$ cat src/rtl/fp_int_mul_sched_if.sv
// Handshake/bus bundle for fp_int_mul_sched: operation input, multiplier
// drive/capture, result FIFO head and status.
// master: operation source / multiplier / result consumer side.
// slave:  the scheduler itself.
interface fp_int_mul_sched_if #(
  parameter int ACT_WIDTH     = 16,
  parameter int MAX_PRECISION = 8,
  parameter int MANT_WIDTH    = 14
);
  logic                     in_valid;
  logic                     in_ready;
  logic [ACT_WIDTH-1:0]     in_act;
  logic [MAX_PRECISION-1:0] in_w;
  logic [3:0]               in_precision;

  logic                     mul_valid;
  logic [ACT_WIDTH-1:0]     mul_act;
  logic                     mul_w;
  logic [3:0]               mul_precision;
  logic                     mul_start_acc;
  logic                     mul_sign;
  logic [4:0]               mul_exp;
  logic [MANT_WIDTH-1:0]    mul_mant;

  logic                     res_valid;
  logic                     res_ready;
  logic                     res_sign;
  logic [4:0]               res_exp;
  logic [MANT_WIDTH-1:0]    res_mant;

  logic                     busy;
  logic                     err_ovf;

  modport master (
    output in_valid, in_act, in_w, in_precision,
    input  in_ready,
    input  mul_valid, mul_act, mul_w, mul_precision,
    output mul_start_acc, mul_sign, mul_exp, mul_mant,
    input  res_valid, res_sign, res_exp, res_mant,
    output res_ready,
    input  busy, err_ovf
  );

  modport slave (
    input  in_valid, in_act, in_w, in_precision,
    output in_ready,
    output mul_valid, mul_act, mul_w, mul_precision,
    input  mul_start_acc, mul_sign, mul_exp, mul_mant,
    output res_valid, res_sign, res_exp, res_mant,
    input  res_ready,
    output busy, err_ovf
  );
endinterface

$ cat src/rtl/fp_int_mul_sched.sv
// fp_int_mul_sched: bit-serial issue controller for the fp_int_mul datapath.
// Serializes each weight MSB-first onto mul_w, holds act/precision for the
// operation, and captures multiplier results into a 2-entry FWFT FIFO.
// Issue is credit-limited (in flight + queued <= 2) so results never drop.
// Optional feature: define FP_INT_SCHED_ZERO_SKIP_EN to skip all-zero weights
// and push a zero result directly instead of issuing them.
//
// state | meaning
// IDLE  | nothing issuing, mul_valid low
// SHIFT | streaming weight bits; cnt = bits still to send after this one
module fp_int_mul_sched #(
  parameter int ACT_WIDTH     = 16,
  parameter int MAX_PRECISION = 8,
  parameter int MANT_WIDTH    = 14
) (
  input logic                clk,
  input logic                rst,
  fp_int_mul_sched_if.slave  bus
);

`ifdef FP_INT_SCHED_ZERO_SKIP_EN
  localparam bit ZERO_SKIP = 1'b1;
`else
  localparam bit ZERO_SKIP = 1'b0;
`endif

  localparam logic [3:0] MAXP = 4'(MAX_PRECISION);
  localparam int         RW   = MANT_WIDTH + 6;

  typedef enum logic {IDLE, SHIFT} state_t;

  state_t                   state;
  logic [3:0]               cnt;
  logic [MAX_PRECISION-1:0] w_sh;
  logic                     zpend;
  logic [1:0]               outstanding;

  logic [RW-1:0]            mem [2];
  logic                     wr_ptr, rd_ptr;
  logic [1:0]               occ;

  logic [3:0]               p_clamp;
  logic [MAX_PRECISION-1:0] w_mask, w_al;
  logic                     zero_w, last, accept, pop, capture, full, push_ok, drop;
  logic [2:0]               credit_use;
  logic [RW-1:0]            push_data;

  // clamp requested precision into 2..MAX_PRECISION
  always_comb begin
    p_clamp = bus.in_precision;
    if (bus.in_precision < 4'd2)
      p_clamp = 4'd2;
    else if (bus.in_precision > MAXP)
      p_clamp = MAXP;
  end

  // handshake, credit and capture decode
  always_comb begin
    w_mask     = bus.in_w & ~({MAX_PRECISION{1'b1}} << p_clamp);
    w_al       = w_mask << (MAXP - p_clamp);
    zero_w     = ZERO_SKIP && (w_mask == '0);
    last       = (state == SHIFT) && (cnt == 4'd0);
    pop        = (occ != 2'd0) && bus.res_ready;
    credit_use = {1'b0, outstanding} + {1'b0, occ} - {2'b00, pop};
    accept     = bus.in_valid && (state == IDLE || last) && (credit_use < 3'd2);
    // a real multiplier strobe wins; a pending zero result waits one cycle
    capture    = bus.mul_start_acc || zpend;
    push_data  = bus.mul_start_acc ? {bus.mul_sign, bus.mul_exp, bus.mul_mant} : '0;
    full       = (occ == 2'd2);
    push_ok    = capture && (!full || pop);
    drop       = capture && full && !pop;
  end

  assign bus.in_ready  = (state == IDLE || last) && (credit_use < 3'd2);
  assign bus.busy      = (state != IDLE) || (outstanding != 2'd0);
  assign bus.res_valid = (occ != 2'd0);
  assign {bus.res_sign, bus.res_exp, bus.res_mant} = mem[rd_ptr];

  // issue FSM: load on accept, shift MSB-first, reload on last bit if offered
  always_ff @(posedge clk or negedge rst) begin
    if (!rst) begin
      state             <= IDLE;
      cnt               <= 4'd0;
      w_sh              <= '0;
      zpend             <= 1'b0;
      bus.mul_valid     <= 1'b0;
      bus.mul_act       <= '0;
      bus.mul_w         <= 1'b0;
      bus.mul_precision <= 4'd0;
    end else begin
      if (zpend && !bus.mul_start_acc)
        zpend <= 1'b0;
      if (accept && zero_w)
        zpend <= 1'b1;
      if (accept && !zero_w) begin
        state             <= SHIFT;
        cnt               <= p_clamp - 4'd1;
        bus.mul_valid     <= 1'b1;
        bus.mul_act       <= bus.in_act;
        bus.mul_precision <= p_clamp;
        bus.mul_w         <= w_al[MAX_PRECISION-1];
        w_sh              <= w_al << 1;
      end else if (state == SHIFT) begin
        if (last) begin
          state         <= IDLE;
          bus.mul_valid <= 1'b0;
          bus.mul_w     <= 1'b0;
        end else begin
          cnt       <= cnt - 4'd1;
          bus.mul_w <= w_sh[MAX_PRECISION-1];
          w_sh      <= w_sh << 1;
        end
      end
    end
  end

  // credits: operations accepted but whose result is not yet captured
  always_ff @(posedge clk or negedge rst) begin
    if (!rst)
      outstanding <= 2'd0;
    else
      outstanding <= outstanding + {1'b0, accept} - {1'b0, capture && (outstanding != 2'd0)};
  end

  // 2-entry first-word-fall-through result FIFO with sticky overflow flag
  always_ff @(posedge clk or negedge rst) begin
    if (!rst) begin
      mem[0]      <= '0;
      mem[1]      <= '0;
      wr_ptr      <= 1'b0;
      rd_ptr      <= 1'b0;
      occ         <= 2'd0;
      bus.err_ovf <= 1'b0;
    end else begin
      if (push_ok) begin
        mem[wr_ptr] <= push_data;
        wr_ptr      <= ~wr_ptr;
      end
      if (pop)
        rd_ptr <= ~rd_ptr;
      occ <= occ + {1'b0, push_ok} - {1'b0, pop};
      if (drop)
        bus.err_ovf <= 1'b1;
    end
  end

endmodule
$ cat src/flat_wrapper.sv
// flat-port wrapper written by rule: the top's interface ports become plain ports
module fp_int_mul_sched_flat 
#(
  parameter int ACT_WIDTH     = 16,
  parameter int MAX_PRECISION = 8,
  parameter int MANT_WIDTH    = 14
)
  (clk, rst, bus_in_valid, bus_in_act, bus_in_w, bus_in_precision, bus_in_ready, bus_mul_valid, bus_mul_act, bus_mul_w, bus_mul_precision, bus_mul_start_acc, bus_mul_sign, bus_mul_exp, bus_mul_mant, bus_res_valid, bus_res_sign, bus_res_exp, bus_res_mant, bus_res_ready, bus_busy, bus_err_ovf);
  fp_int_mul_sched_if #(.ACT_WIDTH(ACT_WIDTH), .MAX_PRECISION(MAX_PRECISION), .MANT_WIDTH(MANT_WIDTH)) bus_i ();
  input logic clk;
  input logic rst;
  input wire logic [$bits(bus_i.in_valid)-1:0] bus_in_valid;
  input wire logic [$bits(bus_i.in_act)-1:0] bus_in_act;
  input wire logic [$bits(bus_i.in_w)-1:0] bus_in_w;
  input wire logic [$bits(bus_i.in_precision)-1:0] bus_in_precision;
  output wire logic [$bits(bus_i.in_ready)-1:0] bus_in_ready;
  output wire logic [$bits(bus_i.mul_valid)-1:0] bus_mul_valid;
  output wire logic [$bits(bus_i.mul_act)-1:0] bus_mul_act;
  output wire logic [$bits(bus_i.mul_w)-1:0] bus_mul_w;
  output wire logic [$bits(bus_i.mul_precision)-1:0] bus_mul_precision;
  input wire logic [$bits(bus_i.mul_start_acc)-1:0] bus_mul_start_acc;
  input wire logic [$bits(bus_i.mul_sign)-1:0] bus_mul_sign;
  input wire logic [$bits(bus_i.mul_exp)-1:0] bus_mul_exp;
  input wire logic [$bits(bus_i.mul_mant)-1:0] bus_mul_mant;
  output wire logic [$bits(bus_i.res_valid)-1:0] bus_res_valid;
  output wire logic [$bits(bus_i.res_sign)-1:0] bus_res_sign;
  output wire logic [$bits(bus_i.res_exp)-1:0] bus_res_exp;
  output wire logic [$bits(bus_i.res_mant)-1:0] bus_res_mant;
  input wire logic [$bits(bus_i.res_ready)-1:0] bus_res_ready;
  output wire logic [$bits(bus_i.busy)-1:0] bus_busy;
  output wire logic [$bits(bus_i.err_ovf)-1:0] bus_err_ovf;
  assign bus_i.in_valid = bus_in_valid;
  assign bus_i.in_act = bus_in_act;
  assign bus_i.in_w = bus_in_w;
  assign bus_i.in_precision = bus_in_precision;
  assign bus_in_ready = bus_i.in_ready;
  assign bus_mul_valid = bus_i.mul_valid;
  assign bus_mul_act = bus_i.mul_act;
  assign bus_mul_w = bus_i.mul_w;
  assign bus_mul_precision = bus_i.mul_precision;
  assign bus_i.mul_start_acc = bus_mul_start_acc;
  assign bus_i.mul_sign = bus_mul_sign;
  assign bus_i.mul_exp = bus_mul_exp;
  assign bus_i.mul_mant = bus_mul_mant;
  assign bus_res_valid = bus_i.res_valid;
  assign bus_res_sign = bus_i.res_sign;
  assign bus_res_exp = bus_i.res_exp;
  assign bus_res_mant = bus_i.res_mant;
  assign bus_i.res_ready = bus_res_ready;
  assign bus_busy = bus_i.busy;
  assign bus_err_ovf = bus_i.err_ovf;
  fp_int_mul_sched #(.ACT_WIDTH(ACT_WIDTH), .MAX_PRECISION(MAX_PRECISION), .MANT_WIDTH(MANT_WIDTH)) u_core (.clk(clk), .rst(rst), .bus(bus_i));
endmodule
$ cat config.mk
export PLATFORM = sky130hd
export DESIGN_NAME = fp_int_mul_sched_flat
export DESIGN_NICKNAME = d
export VERILOG_FILES = /design/src/rtl/fp_int_mul_sched_if.sv /design/src/rtl/fp_int_mul_sched.sv /design/src/flat_wrapper.sv
export SDC_FILE = /design/constraint.sdc
export NUM_CORES = 1
export LEC_CHECK = 0
export ABC_AREA = 1
export CAP_MARGIN = 15
export CORE_ASPECT_RATIO = 1.25
export CORE_UTILIZATION = 45
export CTS_CLUSTER_DIAMETER = 40
export DETAILED_ROUTE_END_ITERATION = 12
export GPL_TIMING_DRIVEN = 0
export PLACE_DENSITY = 0.75
export RECOVER_POWER = 25
export SLEW_MARGIN = 20
export SYNTH_ARGS = -nofsm -noshare
export SYNTH_HDL_FRONTEND = slang
export SYNTH_SLANG_ARGS = --single-unit
$ cat constraint.sdc
create_clock -name clk -period 2.8 [get_ports clk]
set_input_delay 0.56 -clock clk [delete_from_list [all_inputs] [get_ports clk]]
set_output_delay 0.56 -clock clk [all_outputs]
set_load 0.02 [all_outputs]
# --- Word level (Yosys, flattened, before mapping) ---
# Cells that the tools add are included.
word_totals:
  reg_bits: 82
  inputBits: 53
  output_inout_bits: 46
  wordCells: 86
op_classes:
  addsub: 9
  order_cmp: 6
  n_eq_ne: 2
  shift: 2
  n_mux: 24
  bitwise: 7
  n_reduce_logical: 22
ops:
  columns: ["operator", "n"]
  rows:
  - ["20-bit two-way mux", 5]
  - ["40-bit bitwise mux", 1]
  - ["8-bit two-way mux", 3]
  - ["20-bit demux with 1-bit select", 1]
  - ["4-bit two-way mux", 5]
  - ["1-bit logical AND", 10]
  - ["1-bit two-way mux", 9]
  - ["8-bit AND", 1]
  - ["8-bit inverter", 1]
  - ["2-bit nonzero test", 4]
  - ["8-bit by 4-bit << shifter with 8-bit output", 1]
  - ["8-bit by 4-bit << shifter with 8-bit output, first input constant", 1]
  - ["4-bit by 1-bit subtractor with 4-bit output, second input constant", 2]
  - ["2-bit by 1-bit adder with 2-bit output", 2]
  - ["2-bit greater-or-equal comparator, second input constant", 2]
  - ["4-bit greater-than comparator, second input constant", 1]
  - ["4-bit logical NOT", 1]
  - ["4-bit by 2-bit < comparator with 1-bit output, second input constant", 1]
  - ["1-bit inverter with 2-bit output", 2]
  - ["2-bit AND reduction", 2]
  - ["2-bit by 1-bit subtractor with 2-bit output", 2]
  - ["4-bit subtractor, first input constant", 1]
  - ["2-bit by 2-bit adder with 3-bit output", 1]
  - ["1-bit logical OR", 3]
  - ["other kinds (7)", 10]

# --- Longest topological paths before layout ---
# Gate-level depths: netlist (run 1).
logic_depth:
  ltp_word: 8
  mapped_depth: 19
  mapped_depth_nobuf: 18

# --- Worst setup path after synthesis (run 1) ---
# Ideal clock, no wire load.
synth_timing:
  path_kind: "input to register"
  start: "input port bus_res_ready"
  end: "register u_core.outstanding[1]"
  setup_time_ps: 79
  t_arrival_ps: 2519
  required_ps: 2721
  path_slack_ps: 202
  stages: 13
  n_path_buf: 2
  cell_sequence: "nand2_4 -> nor2_1 -> o21ai_0 -> fa_1 -> nand2_1 -> nor2_2 -> nand3_4 -> clkinv_2 -> buf_6 -> buf_4 -> ha_1 -> xnor2_1 -> xor2_1"
synth_via:
  elab_chain_len: 6
synth_lines:
  columns: ["item", "line_no", "source"]
  rows:
  - ["start: declaration", "flat_wrapper.sv:29", "input wire logic [$bits(bus_i.res_ready)-1:0] bus_res_ready;"]
  - ["1-bit logical AND", "fp_int_mul_sched.sv:63", "pop = (occ != 2'd0) && bus.res_ready;"]
  - ["3-bit by 1-bit subtractor with 3-bit output", "fp_int_mul_sched.sv:64", "credit_use = {1'b0, outstanding} + {1'b0, occ} - {2'b00, pop};"]
  - ["3-bit by 2-bit < comparator with 1-bit output", "fp_int_mul_sched.sv:65", "accept = bus.in_valid && (state == IDLE || last) && (credit_use < 3'd2);"]
  - ["1-bit logical AND", "fp_int_mul_sched.sv:65", null]
  - ["named net u_core.accept", "fp_int_mul_sched.sv:44", "logic zero_w, last, accept, pop, capture, full, push_ok, drop;"]
  - ["2-bit by 1-bit adder with 2-bit output", "fp_int_mul_sched.sv:122", "outstanding <= outstanding + {1'b0, accept} - {1'b0, capture && (outstanding != 2'd0)};"]
  - ["2-bit by 1-bit subtractor with 2-bit output", "fp_int_mul_sched.sv:122", null]
  - ["end signal: assignment", "fp_int_mul_sched.sv:122", null]
  - ["end: declaration", "fp_int_mul_sched.sv:36", "logic [1:0] outstanding;"]
# The timed path passes the listed nets, and every way through them passes these cells.
# A chain may end at the register's enable or synchronous reset.

# --- Worst setup path after layout (run 1) ---
layout_timing:
  start: "register u_core.occ[0]"
  end: "output port bus_in_ready"
layout_via:
  elab_chain_len: 5
  word_cells_on_any_way: 6
  classes_between: "add/sub (2); order compare (1); reduce/logical (3)"
layout_lines:
  columns: ["item", "line_no", "source"]
  rows:
  - ["start: declaration", "fp_int_mul_sched.sv:40", "logic [1:0] occ;"]
  - ["start signal: assignment", "fp_int_mul_sched.sv:141", "occ <= occ + {1'b0, push_ok} - {1'b0, pop};"]
  - ["branches (longest 2 deep; another with 2-bit by 2-bit adder with 3-bit output)", null, null]
  - ["3-bit by 1-bit subtractor with 3-bit output (*)", "fp_int_mul_sched.sv:64", null]
  - ["3-bit by 2-bit < comparator with 1-bit output (*)", "fp_int_mul_sched.sv:74", "assign bus.in_ready = (state == IDLE || last) && (credit_use < 3'd2);"]
  - ["1-bit logical AND (*)", "fp_int_mul_sched.sv:74", null]
  - ["end: declaration", "flat_wrapper.sv:16", "output wire logic [$bits(bus_i.in_ready)-1:0] bus_in_ready;"]
# Mark *: on every way between the ends.

==> results of run 1 <==
[where the power goes]
part / leakage (nW) / switching [mW] / internal (mW) / total (mW)
registers: 1.00 / 0.332 / 1.74 / 2.07
logic: 1.68 / 2.24 / 1.74 / 3.98
clock network: 0.120 / 0.423 / 0.616 / 1.04
total: 2.80 / 2.99 / 4.10 / 7.09
[cell usage after synthesis (all sizes together)]
master / instances
inv: 49
a21boi: 1
o21a: 2
o21ai: 59
o211ai: 3
nand3: 13
nand4: 2
o31ai: 1
ha: 9
xnor2: 2
xor2: 3
a21oi: 4
fa: 1
a31oi: 1
o21bai: 1
clkinv: 2
clkbuf: 6
nor2: 20
nand2: 226
or2: 1
dfrtp: 81
buf: 15
a22oi: 1
nor3: 1
[cell type report]
type,count,area [um^2]
tap,120,150.1
clock buffer,11,141.4
sequential,81,2027
buffer,20,156.4
multi-input combinational,351,1803
clock inverter,5,102.6
inverter,51,192.7
timing repair buffer,109,1054
fill,769,3169
[path summary, 6_finish.rpt]
kind / from / endpoint / slack (ns) / depth (start not counted)
worst max-delay path: u_core.occ[0] / bus_in_ready / 0.008 / 12
worst min-delay path: rst / u_core.mem[6] / 0.43 / 1
worst max register to register: u_core.occ[0] / u_core.outstanding[1] / 0.11 / 16
worst min register to register: u_core.bus.mul_precision[1] / u_core.bus.mul_precision[1] / 0.48 / 2
max in group asynchronous: rst / u_core.w_sh[1] / 0.91 / 2
min in group clk: u_core.bus.mul_precision[1] / u_core.bus.mul_precision[1] / 0.48 / 2
[worst reg2reg max path, stage by stage, from the launching register on]
cell      delay, ns
dfrtp_1        0.41
inv_2          0.10
nand2_4        0.06
nand2_4        0.09
inv_2          0.05
nor2_2         0.11
o21ai_2        0.08
fa_1           0.46
nor2_2         0.17
nor2_4         0.06
buf_4          0.14
nand3_4        0.11
clkinv_2       0.09
buf_12         0.16
ha_1           0.19
xnor2_1        0.13
xor2_1         0.16
[timing repair]
item	4_1_cts	5_1_grt
gates resized for setup	8	13
endpoints found under the setup margin	10	3
hold endpoints to repair	0	0
buffers inserted	3	8
pin swaps	1	8
[kinds of logic after synthesis]
family,after synthesis,share of synthesized area (%)
adder cells (fa/ha/maj),10,3.197
buffers and inverters,72,8.384
AO/OA/AOI/OAI,73,11.28
flip-flops,81,48.85
XOR/XNOR,5,1.056
AND/OR/NAND/NOR,263,27.23
[state kept, by name, summed over array words and instances (netlist names), 2 cells and up]
| signal | flops |
|---|---|
| u_core.cnt | 4 |
| u_core.mem | 40 |
| u_core.bus.mul_precision | 4 |
| u_core.bus.mul_act | 16 |
| u_core.occ | 2 |
| u_core.outstanding | 2 |
| u_core.w_sh | 7 |
[metrics by stage]
step	instance area (um^2)	setup WS, ns	instances
after detailed placement	5288	-0.7906	722
after floorplan	4149	0.2021	504
after global routing	5627	-0.1033	748
final	5627	0.008378	748
after global placement	5270	-1.643	721
after CTS	5548	0.04506	740
[routing by layer]
layer | vias up | share of wire [%] | global-route usage (%)
met3 | 17 | 4.1 | 3.679
met1 | 1664 | 43 | 24.80
met4 | 0 | 2.1 | 10.19
met2 | 94 | 51 | 36.77
met5 | - | 0 | 0
li1 | 1808 | - | -
==> metrics.txt, run 1 <==
Syn-to-layout area delta=35.62%; Worst slew margin=23.09%; post-synthesis instance area=between 0.004 and 0.005 mm^2; WL/cell=12.82 um; Arr. time, crit path=2.23 ns; dominant cell type by area after synthesis=dfrtp_1; final core utilization=a little under two thirds; leakage=2.803 nW; HP Class=input pin to asynchronous set/reset pin; clk_lat worst skew=between 0.3 and 0.4 ns; post-synthesis sequential area ratio=48.85%; largest net degree at the start of global routing=48; Clock Tree Buf Depth=2; Final Critical Period=2.792 ns; hold_buf cts=0; maxcap violations=0; Initial Util=47.17%; final wirelength=9587 um; Fin Clk Skew=0.008898 ns; vias in the first global route=~3.5k; Via density=4.790; total CTS buffers=9; Min Hold Slack=between 0.4 and 0.5 ns; fin nets=686; worst-path fanout max=4; DRC=0; Yosys cell types=36; antenna diode count=0; #FFs+latches synth=81; cell mode on critical path=inv_2; Mapped Nets=roughly 570; Ports=99; Crit Path Class=flop to primary output; port bufs=97; final period utilization=~100%; Slew @ Worst Pin=1.154 ns; number of buffers and inverters on the critical path=4; Avg Cell Area, Syn=8.232 um^2; most common cell after layout, fill and taps aside=nand2_1; Yosys warning total=0; CP Cell Sequence=inv_2, nand2_4, nand2_4, inv_2, nor2_2, o21ai_2, fa_1, nand2_2, nor2_4, nand2_2, inv_2, buf_6; Final Hold Vio Count=0; CTS root buffer=clkbuf_8; Rows=38; outcome=completed; critical path's largest stage delay=0.59 ns; master of the slowest instance on the critical path=fa_1; DRT Pass-1 Iters=4; top cell type's share of synthesized area=between 40% and 50%; Post-Syn Instances=504; Setup-failing EPs final=0; initial antenna violation count=0; Detail Placement HPWL=6901 um; PnR Total Power=7.092 mW; cell area power density=1260 mW/mm^2; Final Max Tran Viols=0; first-pass GRT wire length=between 15000 and 20000 um; clk sinks=81; die area=0.009611 mm^2; Detail Route Antenna Nets=0; Req. time, crit path=2.24 ns; RSZ-0062 raised after global routing=true; gpl congestion=a little under 0.8; VDD IR max=804.6 uV; setup TNS=0 ns; H-Tree Depth=3; CTS tree=done; width of the die=87.89 um; DIE HEIGHT=109.4 um; Clock transition at path regs=about 0.08 ns; GRT Resource Usage Total=21.04%; layout cells sized above 1=17.68%; family with the most delay on the worst path=adder cells; dominant cells by area after synthesis=dfrtp_1 49%, nand2_1 18%, o21ai_2 4.4%; Core Box Area=0.008796 mm^2; Critical Path End Type=primary output; most used cells in the layout excluding fill and tap cells=197 x nand2_1, 94 x clkdlybuf4s50_1, 81 x dfrtp_1, 42 x inv_1, 26 x nand2_2; GR Overflow Total=0; type of element launching the critical path=flop; Achievable Freq=roughly 360 MHz; Vias=3583; DR iter-0 viols=122
Note: power is estimated with default switching activity, not from simulation.
==> run 2, diff against run 1 <==
==> constraint.sdc (replaced) <==
create_clock -name clk -period 2.8 [get_ports clk]
set_input_delay 0.28 -clock clk [delete_from_list [all_inputs] [get_ports clk]]
set_output_delay 0.28 -clock clk [all_outputs]
set_load 0.02 [all_outputs]
==> metrics.txt, run 2 (synthesis results as in run 1) <==
Final Hold Vio Count=0; final wirelength=slightly above 9000 um; largest net degree at the start of global routing=48; fin nets=681; Vias=between 3k and 4k; first-pass GRT wire length=between 15000 and 20000 um; CP Cell Sequence=inv_2, nand2_4, nand2_4, inv_1, nor2_1, o21ai_0, fa_1, nand2_1, nor2_4, nand2_1, inv_1, clkbuf_2; Detail Route Antenna Nets=0; final core utilization=63.24%; Largest register FFs=40; Syn-to-layout area delta=34.08%; PnR Total Power=6.895 mW; Fin Clk Skew=0.006746 ns; master of the slowest instance on the critical path=fa_1; Rows=38; Clock Tree Buf Depth=2; initial antenna violation count=0; RSZ-0062 raised after global routing=false; critical path's largest stage delay=approximately 0.52 ns; GR Overflow Total=0; Layout Cells excl Fill=743; clk_lat worst skew=0.35 ns; Final Max Tran Viols=0; Slew @ Worst Pin=a little under 0.9 ns; outcome=completed; cell area power density=1240 mW/mm^2; biggest registers after layout=u_core.mem x40, u_core.bus.mul_act x16, u_core.w_sh x7; CTS tree=done; Critical Path End Type=primary output; clk sinks=81; Ports=between 90 and 100; worst-path fanout max=4; Inst Count DP=approximately 720; total CTS buffers=9; die area=0.009611 mm^2; most common cell after layout, fill and taps aside=nand2_1; Clock transition at path regs=approximately 0.080 ns; H-Tree Depth=3; Achievable Freq=384.7 MHz; Core Box Area=0.008796 mm^2; vias in the first global route=3518; DRT Pass-1 Iters=4; Worst slew margin=42.32%; gpl congestion=just under 0.8; port bufs=97; antenna diode count=0; Final Critical Period=2.599 ns; CTS root buffer=clkbuf_8; layout cells sized above 1=15.41%; Via density=4.799; DIE HEIGHT=109.4 um; width of the die=roughly 90 um; leakage=2.776 nW; Arr. time, crit path=2.32 ns; WL/cell=about 13 um; HP Class=input pin to flop; Detail Placement HPWL=6901 um; most used cells in the layout excluding fill and tap cells=200 x nand2_1, 95 x clkdlybuf4s50_1, 81 x dfrtp_1, 44 x inv_1, 25 x o21ai_0; Initial Util=between 40 and 50%; maxcap violations=0; DRC=0; # fillers=782; type of element launching the critical path=flop; GRT Resource Usage Total=20.86%; Setup-failing EPs final=0; register name with the most flops=u_core.mem; Req. time, crit path=around 2.5 ns; final period utilization=about 93%; Crit Path Class=flop to primary output; DR iter-0 viols=136; VDD IR max=approximately 730 uV
==> run 2: changes by cell type in the layout (fill, tap and decap cells not counted), moves of 2 or more <==
cell,change
nand2_1,+3
nor2_2,-2
nand2_2,-3
buf_4,-5
inv_2,-2
nor2_1,+2
inv_1,+2
==> run 2: timing repair <==
item                                    4_1_cts  5_1_grt
hold endpoints to repair                     46        0
resized for setup                             3        4
pin swaps                                     0        3
hold buffers                                  1        0
cloned                                        0        0
setup buffers                                 0        5
endpoints found under the setup margin        2        2
==> run 2: layer usage <==
metal  up-vias  GRT usage [%]  wire length (um)
met5         -              0                 0
met4         0          7.845               140
met3        12          4.354               403
met2        93          36.71              4805
met1      1664          24.85              4000
li1       1797              -                 -
==> run 2: worst paths after layout <==
| path | start | end | slack, ns | cells after the start |
|---|---|---|---|---|
| max reg2reg | u_core.occ[1] | u_core.cnt[2] | 0.20 | 18 |
| min | bus_in_precision[3] | u_core.bus.mul_precision[3] | 0.25 | 3 |
| max | u_core.occ[1] | bus_in_ready | 0.20 | 12 |
| min reg2reg | u_core.bus.mul_precision[1] | u_core.bus.mul_precision[1] | 0.48 | 2 |
| min in group asynchronous | rst | u_core.mem[6] | 0.47 | 2 |
| max in group asynchronous | rst | u_core.bus.mul_act[13] | 1.06 | 3 |
==> run 2: cell type report <==
| class | instances | area [um^2] | area share, % |
|---|---|---|---|
| plain buffers | 20 | 151.4 | 2.722 |
| clock buffers | 11 | 141.4 | 2.542 |
| clock inverters | 5 | 102.6 | 1.844 |
| inverters | 51 | 192.7 | 3.464 |
| multi-input cells | 351 | 1782 | 32.03 |
| flip-flops and latches | 81 | 2027 | 36.44 |
| well taps | 120 | 150.1 | 2.699 |
| repair buffers | 104 | 1016 | 18.26 |
==> run 2: report_power, final <==
part           switching, mW  total, mW  internal [mW]  leakage [nW]
combinational           2.17       3.80           1.63          1.65
sequential             0.329       2.07           1.74          1.00
clock                  0.412       1.03          0.616         0.120
total                   2.91       6.90           3.99          2.78
==> run 2: worst max-delay path: cells and delay by family, from the launching register on <==
family	cells	cell delay, ns
fa+ha+maj	1	0.52
buf+inv	4	0.35
compound gates	1	0.11
simple gates	6	0.57
flops	1	0.41
==> run 2: stage by stage <==
step	setup WS (ns)	TNS (ns)	instance area (um^2)	hold slack (ns)
final	0.2006	0	5563	0.2464
after global routing	0.01305	0	5563	0.2425
after CTS	0.02825	0	5548	0.2297
after detailed placement	-0.3709	-2.927	5288	0.3295
after global placement	-1.363	-110.74	5270	0.4619
after floorplan	0.2211	0	4149	-0.01559
